[src/rtl/clint_timer.sv]
// clint_timer: core-local interrupt source with a Wishbone register slave.
// Holds a 64-bit MTIME counter, a 64-bit MTIMECMP and the MSIP bit; drives
// timer_irq_o (MTIME >= MTIMECMP, registered) and soft_irq_o (MSIP[0]).
// Optional feature macro: TIMER_PRESCALE_EN -- when defined, MTIME advances
// once every PRESCALE clk_i cycles via a 16-bit prescale counter; when
// undefined MTIME advances every cycle and PRESCALE is ignored.
module clint_timer #(
    parameter logic [15:0] PRESCALE = 16'd1
) (
    input  logic        clk_i,
    input  logic        rst_i,
    input  logic        wb_cyc_i,
    input  logic        wb_stb_i,
    input  logic        wb_we_i,
    input  logic [2:0]  wb_adr_i,
    input  logic [31:0] wb_dat_i,
    input  logic [3:0]  wb_sel_i,
    output logic [31:0] wb_dat_o,
    output logic        wb_ack_o,
    output logic        timer_irq_o,
    output logic        soft_irq_o
);

    typedef enum logic [2:0] {
        ADR_MTIME_LO    = 3'd0,
        ADR_MTIME_HI    = 3'd1,
        ADR_MTIMECMP_LO = 3'd2,
        ADR_MTIMECMP_HI = 3'd3,
        ADR_MSIP        = 3'd4
    } reg_adr_e;

    logic [63:0] mtime_q, mtime_d;
    logic [63:0] mtimecmp_q, mtimecmp_d;
    logic        msip_q, msip_d;
    logic        ack_q, ack_d;
    logic [31:0] dat_q, dat_d;
    logic        timer_irq_q, timer_irq_d;

    logic        tick;
    logic        accept;
    logic        wr;
    logic [31:0] rdata;

    // Byte-lane merge: selected bytes come from the bus, others keep old value.
    function automatic logic [31:0] merge_bytes(input logic [31:0] old_val,
                                                input logic [31:0] wdata,
                                                input logic [3:0]  sel);
        logic [31:0] res;
        res = old_val;
        for (int unsigned i = 0; i < 4; i++) begin
            if (sel[i]) res[8*i +: 8] = wdata[8*i +: 8];
        end
        return res;
    endfunction

`ifdef TIMER_PRESCALE_EN
    // A PRESCALE of 0 behaves like 1 (counter pinned at 0, tick every cycle).
    localparam logic [15:0] PRESC_LAST = (PRESCALE == 16'd0) ? 16'd0 : PRESCALE - 16'd1;

    logic [15:0] presc_q, presc_d;

    // Prescale counter: counts 0..PRESC_LAST, MTIME ticks on the wrap to 0.
    always_comb begin
        tick    = (presc_q >= PRESC_LAST);
        presc_d = tick ? 16'd0 : presc_q + 16'd1;
    end

    // Prescale counter register; unaffected by MTIME writes.
    always_ff @(posedge clk_i or negedge rst_i) begin
        if (!rst_i) presc_q <= '0;
        else        presc_q <= presc_d;
    end
`else
    assign tick = 1'b1;
`endif

    // Bus decode, register update and read mux.
    always_comb begin
        accept = wb_cyc_i & wb_stb_i & ~ack_q;
        wr     = accept & wb_we_i;

        mtime_d    = tick ? mtime_q + 64'd1 : mtime_q;
        mtimecmp_d = mtimecmp_q;
        msip_d     = msip_q;

        // A write to either MTIME word overrides the increment for that cycle;
        // the other word holds its pre-edge value.
        if (wr) begin
            case (wb_adr_i)
                ADR_MTIME_LO:    mtime_d    = {mtime_q[63:32], merge_bytes(mtime_q[31:0], wb_dat_i, wb_sel_i)};
                ADR_MTIME_HI:    mtime_d    = {merge_bytes(mtime_q[63:32], wb_dat_i, wb_sel_i), mtime_q[31:0]};
                ADR_MTIMECMP_LO: mtimecmp_d = {mtimecmp_q[63:32], merge_bytes(mtimecmp_q[31:0], wb_dat_i, wb_sel_i)};
                ADR_MTIMECMP_HI: mtimecmp_d = {merge_bytes(mtimecmp_q[63:32], wb_dat_i, wb_sel_i), mtimecmp_q[31:0]};
                ADR_MSIP:        if (wb_sel_i[0]) msip_d = wb_dat_i[0];
                default:         ;
            endcase
        end

        case (wb_adr_i)
            ADR_MTIME_LO:    rdata = mtime_q[31:0];
            ADR_MTIME_HI:    rdata = mtime_q[63:32];
            ADR_MTIMECMP_LO: rdata = mtimecmp_q[31:0];
            ADR_MTIMECMP_HI: rdata = mtimecmp_q[63:32];
            ADR_MSIP:        rdata = {31'd0, msip_q};
            default:         rdata = '0;
        endcase

        ack_d       = accept;
        dat_d       = (accept & ~wb_we_i) ? rdata : '0;
        timer_irq_d = (mtime_q >= mtimecmp_q);
    end

    // State and registered outputs; asynchronous reset discards a pending ack.
    always_ff @(posedge clk_i or negedge rst_i) begin
        if (!rst_i) begin
            mtime_q     <= '0;
            mtimecmp_q  <= '1;
            msip_q      <= 1'b0;
            ack_q       <= 1'b0;
            dat_q       <= '0;
            timer_irq_q <= 1'b0;
        end else begin
            mtime_q     <= mtime_d;
            mtimecmp_q  <= mtimecmp_d;
            msip_q      <= msip_d;
            ack_q       <= ack_d;
            dat_q       <= dat_d;
            timer_irq_q <= timer_irq_d;
        end
    end

    assign wb_ack_o    = ack_q;
    assign wb_dat_o    = dat_q;
    assign timer_irq_o = timer_irq_q;
    assign soft_irq_o  = msip_q;

endmodule
[config.mk]
export PLATFORM = sky130hd
export DESIGN_NAME = clint_timer
export DESIGN_NICKNAME = d
export VERILOG_FILES = /design/src/rtl/clint_timer.sv
export SDC_FILE = /design/constraint.sdc
export NUM_CORES = 1
export LEC_CHECK = 0
export CORE_MARGIN = 3
export CORE_UTILIZATION = 30
export CTS_CLUSTER_DIAMETER = 80
export CTS_CLUSTER_SIZE = 14
export DETAILED_ROUTE_END_ITERATION = 8
export PLACE_DENSITY = 0.57
export RECOVER_POWER = 50
export REMOVE_ABC_BUFFERS = 1
export SLEW_MARGIN = 20
export SYNTH_ARGS = -nofsm -noshare
export SYNTH_HDL_FRONTEND = slang
export SYNTH_SLANG_ARGS = --single-unit
[constraint.sdc]
create_clock -name clk_i -period 2.49 [get_ports clk_i]
set_clock_uncertainty 0.05 [all_clocks]
set_input_delay 0.249 -clock clk_i [delete_from_list [all_inputs] [get_ports clk_i]]
set_output_delay 0.249 -clock clk_i [all_outputs]
set_load 0.01 [all_outputs]
== Word-level counts from Yosys, hierarchy flattened ==
Index checks and enable logic that the tools add are counted.

* Flip-flop bits (word level): 163
* Bits of input ports: 44
* Output and inout bits: 35
* Word-level logic and storage cells: 71

* Add/sub/neg operators: 1
* $lt $le $gt $ge: 1
* Eq/ne operators: 14
* Multiplexer cells: 9
* Bitwise gates (word level): 8
* Reduce and logical (&&, ||, !) cells: 18

{| class="wikitable"
|+ Operators by type and width
! kind !! number
|-
| 64-bit case mux with 2 select lines || 2
|-
| 32-bit case mux with 5 select lines || 1
|-
| 64-bit by 1-bit adder with 64-bit output (second input constant) || 1
|-
| 64-bit greater-or-equal comparator || 1
|-
| 64-bit 2-to-1 mux || 1
|-
| 32-bit 2-to-1 mux || 1
|-
| 8-bit 2-to-1 mux || 4
|-
| 4-bit AND reduction || 8
|-
| 3-bit inequality test (second input constant) || 8
|-
| 2-bit AND reduction || 8
|-
| 3-bit by 2-bit equality test with 1-bit output (second input constant) || 2
|-
| 1-bit AND || 4
|-
| 2-bit inequality test (second input constant) || 2
|-
| 1-bit inverter || 4
|-
| 3-bit by 1-bit equality test with 1-bit output (second input constant) || 1
|-
| 3-bit equality test (second input constant) || 1
|-
| 3-bit zero test || 1
|-
| 3-bit AND reduction || 1
|}

== Depth between registers and ports, before layout ==
* Depth in word-level cells: 5
* Gate-level depth with buffers: 9

== Least setup slack after synthesis ==
No wires, ideal clock.

* Path kind: register to register
* Start point: register mtime_q[8]
* End point: register mtime_q[43]
* Arrival time: 2.106 ns
* Data required time: 2.304 ns
* Setup slack: 0.199 ns
* Cell stages (with the launch flop): 10
* Buffers on the path: 3
* Period minus slack after synthesis: 2.291 ns
* Cells stage by stage: dfrtp_1 -> buf_2 -> and4_1 -> clkbuf_1 -> nand2_1 -> nor4_2 -> clkbuf_1 -> a31oi_1 -> o21ai_0 -> o311ai_1

* Cells in the longest elaborated chain, start to end: 3

{| class="wikitable"
|+ Ends and longest elaborated chain
! item !! line !! text
|-
| start: declaration || 32 || <nowiki>logic [63:0] mtime_q, mtime_d;</nowiki>
|-
| start signal: assignment || 123 || <nowiki>mtime_q <= mtime_d;</nowiki>
|-
| 64-bit by 1-bit adder with 64-bit output * || 82 || <nowiki>mtime_d = tick ? mtime_q + 64'd1 : mtime_q;</nowiki>
|-
| 64-bit case mux with 2 select lines || 89 || <nowiki>case (wb_adr_i)</nowiki>
|-
| 64-bit 2-to-1 mux * || 88 || <nowiki>if (wr) begin</nowiki>
|}

Mark *: on every way between the ends. The rest lies on a longest branch, timed or not.
A chain may end at the register's enable or synchronous reset.

== Final worst setup path ==
* Start point: register mtime_q[0]
* End point: register timer_irq_q, in the netlist timer_irq_o

* Cells in the longest elaborated chain, start to end: 1

{| class="wikitable"
|+ Ends and longest elaborated chain
! item !! line !! text
|-
| 64-bit greater-or-equal comparator || 110 || <nowiki>timer_irq_d = (mtime_q >= mtimecmp_q);</nowiki>
|-
| net timer_irq_d || 37 || <nowiki>logic timer_irq_q, timer_irq_d;</nowiki>
|-
| end signal: assignment || 128 || <nowiki>timer_irq_q <= timer_irq_d;</nowiki>
|-
| end: declaration || 37 ||
|}

The timed path passes the listed nets, and every way through them passes these cells.

==> flow_summary_export.csv <==
group,metric,value,unit
worst_setup_path,cp_cell_sequence,"buf_6 > inv_1 > ha_1 > nand2b_1 > a2111oi_2 > nand3b_1 > a31oi_1 > nor4_2 > o211ai_1",
sta,hold_ws,370,ps
detailed_routing,top_layer,"met4",
sta,min_period_over_period,94.6,%
layout,nFillCells,3324,
floorplan,die_y,190,um
cts,clockBufferDepth,2,
place,hpwl,26.1,mm
grt,grt_usage,19.9,%
worst_setup_path,cp_slowest_cell,"dfrtp_1",
grt,antenna_found_initial,0,
synthesis,synth-seq-cells,163,
layout,finalNetCount,1355,
worst_setup_path,cp_data_arrival_time,2600,ps
sta,drv_slew,60,
place,portBuffers,78,
cts,htree_levels,4,
worst_setup_path,cpPeakStageDelay,410,ps
floorplan,start_util,30.8,%
floorplan,die_w,190,um
synthesis,async_reset_ff_share,100,%
floorplan,die_area,36000,um^2
synthesis,ys_types,70,
sta,worst_pin_slew,1720,ps
sta,relSlewSlack,-14.8,%
floorplan,ios,79,
synthesis,syn-cell-area,10100,um^2
grt,grt_pass1_vias,9595,
detailed_routing,drtAntennaViolNets,0,
grt,grt_max_degree,62,
cts,clk_pin_slew,70,ps
power_and_ir_drop,powerDensity,717,nW/um^2
detailed_routing,wl_met2,16.8,mm
grt,grt_pass1_wl,55.7,mm
worst_setup_path,reg2reg_to,"timer_irq_o$_DFF_PN0_",
sta,layout_min_cycle_time,2360,ps
sta,hold_viol_final,0,
sta,max_freq,425,MHz
cts,cts_made_buffers,17,
layout,antennaDiodeCount,0,
worst_setup_path,cp_num_buf_inv,2,
place,gp_congestion,0.887,
layout,area_growth,27.2,%
detailed_routing,detail_route.vias_per_cell,5.58,
run_status,outcome,"finished with violations",
worst_setup_path,cpLargestDelayFamily,"simple AND/OR/NAND/NOR gates",
worst_setup_path,start_kind,"flip-flop",
worst_hold_path,hp-start,"wb_stb_i",
worst_setup_path,r2r-start,"mtime_q[0]$_DFFE_PN0P_",
power_and_ir_drop,power,9240,uW
synthesis,synth-main-ff-cell,"dfrtp_1",
power_and_ir_drop,cellLeakagePower,0.00517,uW
worst_setup_path,r2r_slack,130,ps
detailed_routing,wirelength,35.7,mm
worst_hold_path,hold_class,"in2reg",
cts,clock_sinks,163,
detailed_routing,route.vias.total,9485,
synthesis,synth.avg_cell_area,9.29,um^2
worst_setup_path,cp_max_fo,6,
layout,drive_above_1_share,24.0,%
detailed_routing,routedLengthMet1,16.0,mm
detailed_routing,detail_route.wl_per_cell,21.0,um
detailed_routing,wl_met3,2.14,mm
synthesis,ys_seq_area_share,41.0,%
cts,cts_tree,"done",
worst_hold_path,hold_end,"wb_ack_o$_DFF_PN0_",
worst_setup_path,reg2regPathDepth,9,
cts,root_buffer,"clkbuf_16",
sta,setup_viol,0,
floorplan,core_area,32900,um^2
run_status,violations,"capacitance limit, slew limit",
synthesis,ys.warnings.count,0,
power_and_ir_drop,vdd_drop_max,0.509,mV
detailed_routing,drtIter0Drc,939,
detailed_routing,drc,0,
worst_hold_path,holdPathStages,3,
cts,clk_latency,430,ps
worst_setup_path,worstPathRequired,2740,ps
floorplan,rows,66,
worst_setup_path,path_class,"reg2reg",
worst_setup_path,critPathCaptureType,"flip-flop",
grt,grt_overflow,0,
job,drv_cap,1,
synthesis,synth-edff-count,0,
detailed_routing,first_pass_iters,6,
synthesis,netlist_instances,1091,
[worst min-delay path, stage by stage]
cell             delay [ps]
clkdlybuf4s50_1         440
nand2_1                  90
nor2_1                   40
[final cells by class]
type	count	area [um^2]	area share, %
multi-input combinational	793	5540	43.0
sequential	163	4160	32.3
timing repair buffer	197	1740	13.5
tap	442	553	4.29
clock buffer	21	470	3.65
inverter	74	278	2.16
clock inverter	11	151	1.17
[stage by stage]
| stage | worst slack (ps) | setup TNS (ps) | utilization [%] | cells | area [um^2] |
|---|---|---|---|---|---|
| 5_1_grt | -6.87 | -6.87 | 39.1 | 1701 | 12900 |
| 3_5_place_dp | -72.4 | -72.4 | 37.0 | 1666 | 12200 |
| 3_3_place_gp | -82.7 | -82.7 | 37.0 | 1666 | 12200 |
| 4_1_cts | 11.5 | 0 | 39.0 | 1699 | 12800 |
| 2_1_floorplan | -2010 | -105590 | - | 1030 | 9890 |
| 6_report | 135 | 0 | 39.1 | 1701 | 12900 |
[logic make-up (layout without fill, tap and decap cells)]
group                      count (synthesis)  in the layout  share of synthesized area, %
adders and majority gates                 65             65                          8.03
muxes                                     63             63                          6.99
xor gates and xnor gates                  15             15                          1.30
and+or+nand+nor                          304            304                          15.5
buffers and inverters                    135            303                          5.14
AOI/OAI and AO/OA                        346            346                          22.0
DFF                                      163            163                          41.0
[cell usage in the layout (no fill, tap or decap), drive strengths merged, types with 7 or more instances in the layout]
cell type,n
and3,16
dlygate4sd3,17
nand4,31
a22oi,72
nand3,49
a21o,14
dfstp,64
o21ai,55
ha,65
clkbuf,25
a21oi,107
mux2,62
nor2,52
dfrtp,99
a31oi,8
o211ai,7
xor2,9
buf,115
nand2,89
and4,8
nor4,11
nor3,15
o22ai,21
clkdlybuf4s50,61
inv,75
[per-layer routing]
metal	track usage, %	up-vias
met5	0	-
met4	6.23	0
met3	3.45	59
met2	32.1	324
met1	27.1	4718
li1	-	4384
[Yosys cell counts (16+ instances only)]
master	count	area, um^2
o21ai_1	24	120
dfrtp_1	99	2480
a21oi_1	107	536
o22ai_1	21	131
mux2_2	62	698
clkbuf_1	47	176
o21ai_0	31	155
and3_1	16	100
dfstp_2	64	1680
nand4_1	30	188
a22oi_1	72	541
nor2_1	52	195
ha_1	65	813
inv_1	74	278
nand3_1	49	245
nand2_1	89	334
[worst max path at each step]
stage / cells after the start / slack [ps] / from / endpoint
floorplan: 6 / -2010 / wb_adr_i[1] / mtime_q[55]$_DFFE_PN0P_
global placement: 8 / -80 / mtimecmp_q[7]$_DFFE_PN1P_ / timer_irq_o$_DFF_PN0_
detailed placement: 9 / -70 / mtime_q[0]$_DFFE_PN0P_ / timer_irq_o$_DFF_PN0_
CTS: 8 / 10 / mtime_q[1]$_DFFE_PN0P_ / mtime_q[40]$_DFFE_PN0P_
global route: 9 / -7 / mtime_q[0]$_DFFE_PN0P_ / timer_irq_o$_DFF_PN0_
finish: 9 / 130 / mtime_q[0]$_DFFE_PN0P_ / timer_irq_o$_DFF_PN0_
[report_power, final]
part | switching (uW) | internal [uW] | total (uW)
logic | 1520 | 1270 | 2790
registers | 449 | 3160 | 3610
clock network | 1180 | 1660 | 2850
total | 3150 | 6100 | 9240
[sequential cells by signal, indices dropped and copies added, names as in the netlist]
register and flops:
mtime_q 64, mtimecmp_q 64, wb_dat_o 32, soft_irq_o 1
timer_irq_o 1, wb_ack_o 1
[timing repair]
action | CTS | global route
endpoints found under the hold margin | 36 | 0
gates resized for setup | 2 | 10
endpoints found under the setup margin | 3 | 26
setup buffers | 0 | 2
hold buffers | 1 | 0
pin swaps | 0 | 2
Note: power is estimated with default switching activity, not from simulation.
